**config.mk**
```make
export PLATFORM = sky130hd
export DESIGN_NAME = argmax_result_stage
export DESIGN_NICKNAME = d
export VERILOG_FILES = /design/src/rtl/argmax_result_stage.sv
export SDC_FILE = /design/constraint.sdc
export NUM_CORES = 1
export LEC_CHECK = 0
export ABC_AREA = 1
export CORE_MARGIN = 2
export CORE_UTILIZATION = 40
export DETAILED_ROUTE_END_ITERATION = 8
export PLACE_DENSITY_LB_ADDON = 0.1
export SLEW_MARGIN = 25
export SYNTH_ARGS = -nofsm -noshare
export SYNTH_HDL_FRONTEND = slang
export SYNTH_SLANG_ARGS = --single-unit
```
**constraint.sdc**
```tcl
create_clock -name s_axi_aclk -period 7.75 [get_ports s_axi_aclk]
set_input_delay 2.325 -clock s_axi_aclk [delete_from_list [all_inputs] [get_ports s_axi_aclk]]
set_output_delay 2.325 -clock s_axi_aclk [all_outputs]
set_load 0.02 [all_outputs]
```
**src/rtl/argmax_result_stage.sv**
```systemverilog
// Argmax over the final-layer output vector: scans one element per clock and reports
// the index of the largest one. Define ARGMAX_SIGNED_EN for two's-complement compares.
module argmax_result_stage #(
  parameter int NUM_INPUTS = 10,
  parameter int DATA_WIDTH = 16,
  parameter int IDX_WIDTH  = 32
) (
  input  logic                             s_axi_aclk,
  input  logic                             reset,
  input  logic [NUM_INPUTS*DATA_WIDTH-1:0] i_data,
  input  logic                             i_valid,
  output logic                             i_ready,
  output logic [IDX_WIDTH-1:0]             o_data,
  output logic                             o_data_valid,
  output logic                             o_busy
);

  localparam int CW = $clog2(NUM_INPUTS) + 1;

  typedef logic [NUM_INPUTS-1:0][DATA_WIDTH-1:0] vec_t;
  typedef enum logic {IDLE = 1'b0, SCAN = 1'b1} state_t;

  state_t                state_q, state_d;
  vec_t                  buf_q, buf_d;
  logic [DATA_WIDTH-1:0] max_q, max_d;
  logic [CW-1:0]         idx_q, idx_d;
  logic [CW-1:0]         cnt_q, cnt_d;
  logic [IDX_WIDTH-1:0]  odata_q, odata_d;
  logic                  ovld_q, ovld_d;

  logic [DATA_WIDTH-1:0] cur_elem;
  logic                  cur_gt;
  logic [CW-1:0]         scan_idx;
  logic                  accept;

  function automatic logic elem_gt(input logic [DATA_WIDTH-1:0] a,
                                   input logic [DATA_WIDTH-1:0] b);
`ifdef ARGMAX_SIGNED_EN
    return $signed(a) > $signed(b);
`else
    return a > b;
`endif
  endfunction

  // Element select by counter value; written as a compare chain so the
  // counter may be wider than the index range without out-of-range reads.
  always_comb begin
    cur_elem = '0;
    for (int k = 0; k < NUM_INPUTS; k++) begin
      if (cnt_q == CW'(k)) cur_elem = buf_q[k];
    end
  end

  // Strict compare: equal elements never displace the earlier index.
  assign cur_gt   = elem_gt(cur_elem, max_q);
  assign scan_idx = cur_gt ? cnt_q : idx_q;

  assign i_ready = (state_q == IDLE) && !reset;
  assign accept  = i_valid && i_ready;

  always_comb begin
    state_d = state_q;
    buf_d   = buf_q;
    max_d   = max_q;
    idx_d   = idx_q;
    cnt_d   = cnt_q;
    odata_d = odata_q;
    ovld_d  = 1'b0;
    case (state_q)
      IDLE: begin
        if (accept) begin
          buf_d = i_data;
          max_d = i_data[DATA_WIDTH-1:0];
          idx_d = '0;
          cnt_d = CW'(1);
          if (NUM_INPUTS == 1) begin
            // Single-element vector: the answer is trivially element 0.
            odata_d = '0;
            ovld_d  = 1'b1;
          end else begin
            state_d = SCAN;
          end
        end
      end
      SCAN: begin
        if (cur_gt) max_d = cur_elem;
        idx_d = scan_idx;
        cnt_d = cnt_q + CW'(1);
        if (cnt_q == CW'(NUM_INPUTS - 1)) begin
          odata_d = IDX_WIDTH'(scan_idx);
          ovld_d  = 1'b1;
          state_d = IDLE;
        end
      end
      default: state_d = IDLE;
    endcase
  end

  always_ff @(posedge s_axi_aclk) begin
    if (reset) begin
      state_q <= IDLE;
      buf_q   <= '0;
      max_q   <= '0;
      idx_q   <= '0;
      cnt_q   <= '0;
      odata_q <= '0;
      ovld_q  <= 1'b0;
    end else begin
      state_q <= state_d;
      buf_q   <= buf_d;
      max_q   <= max_d;
      idx_q   <= idx_d;
      cnt_q   <= cnt_d;
      odata_q <= odata_d;
      ovld_q  <= ovld_d;
    end
  end

  assign o_data       = odata_q;
  assign o_data_valid = ovld_q;
  assign o_busy       = (state_q == SCAN);

endmodule

```
Word level (Yosys, flattened, before mapping)
Cells that the tools add are included.

Output and inout port bits: 35. Register bits after elaboration: 193. Input port bits: 163.

Reductions and logical operators: 8. Add/subtract/negate cells: 1. Bitwise operators: 1. Muxes and demuxes: 22. Eq/ne operators: 11. $lt $le $gt $ge: 1.

Operator list (count): two-way mux 16 bit (12); case mux 16 bit (2 select lines) (1); == test 5 x 3 -> 1 bit (second input constant) (4); case mux 5 bit (2 select lines) (2); greater-than comparator 16 bit (1); two-way mux 5 bit (3); == test 5 x 2 -> 1 bit (second input constant) (2); == test 5 x 4 -> 1 bit (second input constant) (2); AND reduction 2 bit (3); adder 5 x 1 -> 5 bit (second input constant) (1); == test 5 x 1 -> 1 bit (second input constant) (1); logical NOT 5 bit (1); two-way mux 1 bit (3); logical AND 1 bit (2); != test 2 x 1 -> 1 bit (second input constant) (1); != test 2 bit (second input constant) (1); case mux 1 bit (2 select lines) (1); OR reduction 2 bit (1); logical NOT 1 bit (1); inverter 1 bit (1).

Logic depth before layout (Yosys ltp)
Depth in word-level cells: 14. Mapped depth: 28. Depth with buffers taken out: 28.

Least setup slack after synthesis
Ideal clock, no wire load.

Path type: input to output. From: input reset. To: output i_ready. Arrival: 2634 ps. Path slack: 2791 ps. Required time: 5425 ps. Cell stages on the path: 1. Cell sequence: nor2_1.

Word-level cells in the longest chain between the ends: 2.

Ends and longest elaborated chain: start: declaration (line 9) `input logic reset,`; logical NOT 1 bit (line 58) `assign i_ready = (state_q == IDLE) && !reset;`; logical AND 1 bit (line 58); end: declaration (line 12) `output logic i_ready,`.

Every way passes these cells.

Worst setup path after layout
Same ends and word-level chain as after synthesis.

==> flow_summary.yaml <==
critical_path:
  cpMostUsedCell: "clkdlybuf4s50_1"
  arrival_ns: 3.75
  startpoint_type: "input port"
  r2r_setup_slack_ns: 3.06
  path_class: "input port to primary output"
  path_buf_inv: 2
  cp_data_required_time_ns: 5.43
  reg2regPathDepth: 26
  max_stage_delay_ns: 0.66
  cpLargestDelayFamily: "buffers and inverters"
  crit_slowest_cell: "clkdlybuf4s50_1"
  worst_setup_path_end_kind: "primary output"
  r2r-end: "max_q[11]"
  path_max_fanout: 2
  r2r_start: "cnt_q[0]"
  worstPathCellList: "clkdlybuf4s50_1 > nor2_1 > clkdlybuf4s50_1"
sta:
  fin_tns_setup_ns: 0
  rsz0062_at_grt: "false"
  hold_viol_final: 0
  skew_ns: 0.01224
  max_clock_freq_mhz: 164.6
  max_slew.worst_pin.slew_ns: 0.9738
  period_share_pct: 78.40
  period_minus_slack_ns: 6.076
  slew-limit-headroom_pct: 35.08
  drv_slew: 0
  setup_viol: 0
  fin_ws_ns: 1.674
clock_tree:
  ctsResizeCount: 0
  numClockSinks: 193
  cts_root_buf: "clkbuf_16"
  cts_max_path_buffers: 2
  cts_setup_buffers: 0
  cts_hold_buf: 0
  cts_tree: "done"
  clkTransAtPathRegs_ns: 0.07
  htreeDepth: 4
  cts_buffers: 17
  clk_latency_ns: 0.44
layout:
  final_cell_mix: "nand2_1 (371), dfxtp_1 (193), inv_1 (184)"
  final_layout_size_suffix_gt1_share_pct: 4.058
  post-route-util_pct: 50.36
  nets: 1698
  final_cells: 1847
  mostFrequentLayoutCell: "nand2_1"
  antenna_cells: 0
  area_growth_pct: 24.08
floorplanning:
  fp-row-count: 56
  initial_core_util_pct: 40.58
  die_w_um: 158.1
  fp.dieH_um: 158.1
  ios: 198
  fp.coreArea_um2: 23400
  die-area_um2: 24990
run_status:
  outcome: "completed"
synthesis:
  seq_area_frac_synth_pct: 40.68
  synth_top_family_by_area: "simple AND/OR/NAND/NOR gates"
  synth_compound_area_share_pct: 17.24
  syn_inst: 1408
  synth_seq_cells: 193
  synth_area_per_cell_um2: 6.746
  muxShareOfSynthArea_pct: 0
  synthAdderAreaFrac_pct: 2.635
  synth.distinct_cells: 35
  netlist_area_um2: 9498
  yosysWarningCount: 0
  synthSimpleGateAreaFrac_pct: 25.83
  synth_xor_area_share_pct: 0
global_routing:
  grt_pass1_wl_um: 43350
  gr-total-overflow: 0
  grt_use_total_pct: 22.54
  grt_max_degree: 152
  grt_pass1_vias: 8357
  antenna_found_initial: 0
route:
  detail_route.wirelength_um: 28080
  drc: 0
  drt_iter0_markers: 625
  vias_per_cell: 4.937
  num_vias: 9118
  ant_nets: 0
  wl_per_cell_um: 15.20
  drt-pass1-iter-count: 5
min_path:
  hold_path_startpoint: "buf_q[91]"
  min_path_type: "register to register"
  hold_path_end: "buf_q[91]"
  hold_depth: 2
power:
  power_density_nw_per_um2: 217.8
  p_leak_nw: 5.099
  vdd_drop_max_v: 0.0001426
place:
  dpl_worst_slack_ns: 1.658
  portBuffers: 170
  hpwlAfterDp_um: 19890
  dp_cells: 1815
  globalplace.congestion: 0.8340
flow_run:
  max_cap_violations: 0
-- cells in the mapped netlist (all sizes together) --
cell type | count | area share, %
a211oi | 1 | 0.079
a21boi | 1 | 0.079
a21o | 1 | 0.079
a21oi | 124 | 6.9
a22oi | 1 | 0.079
a31oi | 2 | 0.13
a32o | 1 | 0.11
buf | 57 | 3.8
clkbuf | 57 | 2.3
clkinv | 3 | 0.12
conb | 1 | 0.039
dfxtp | 193 | 41
ha | 20 | 2.6
inv | 187 | 7.4
nand2 | 374 | 15
nand3 | 151 | 8.0
nand3b | 8 | 0.63
nand4 | 9 | 0.59
nor2 | 37 | 1.8
nor4 | 1 | 0.066
o211ai | 4 | 0.32
o21a | 5 | 0.40
o21ai | 165 | 8.7
o21bai | 4 | 0.32
o31ai | 1 | 0.079
-- how the worst max path moves through the flow --
stage	cells past startpoint	to	startpoint
CTS	3	i_ready	reset
finish	3	i_ready	reset
global route	3	i_ready	reset
floorplan	1	i_ready	reset
global placement	3	i_ready	reset
detailed placement	3	i_ready	reset
-- final cells by class --
type	count	area [um^2]
fillers	2473	11620
clock buffers	19	442.9
well taps	319	399.1
flip-flops and latches	193	3864
clock inverters	13	148.9
repair buffers	176	1759
multi-input cells	937	4456
inverters	190	715.7
-- power breakdown --
part | internal (mW) | switching (mW)
combinational | 0.210 | 0.344
clock | 0.492 | 0.416
sequential | 1.07 | 0.0330
total | 1.77 | 0.793
-- kinds of logic (layout without fill, tap and decap cells) --
kind of cell | count (synthesis) | after routing
simple gates | 580 | 580
compound gates | 310 | 310
buf+inv | 304 | 398
flops | 193 | 193
fa+ha+maj | 20 | 20
other cells | 1 | 27
-- layer usage --
metal,track usage [%],vias up,wire (um)
met5,0,-,0
met4,6.006,0,480
met3,4.106,35,1336
met2,37.18,225,13250
met1,30.37,4197,13020
li1,-,4661,-
-- worst min-delay path, stage by stage (launching register included) --
cell     delay, ns
dfxtp_1       0.30
inv_1         0.05
a21oi_1       0.05
-- per-stage QoR --
step | hold slack, ns | power (mW) | area, um^2
finish | 0.4489 | 2.567 | 11790
global route | 0.4637 | 2.690 | 11790
floorplan | 0.4245 | 1.475 | 9595
CTS | 0.4521 | 2.576 | 11790
detailed placement | 0.4421 | 1.677 | 11190
global placement | 0.4342 | 1.668 | 11190
-- flip-flops by register name, summed over array words and instances, names as in the netlist --
register	cells
buf_q	160
cnt_q	5
idx_q	5
max_q	16
o_busy	1
o_data	5
o_data_valid	1
Note: power is estimated with default switching activity, not from simulation.
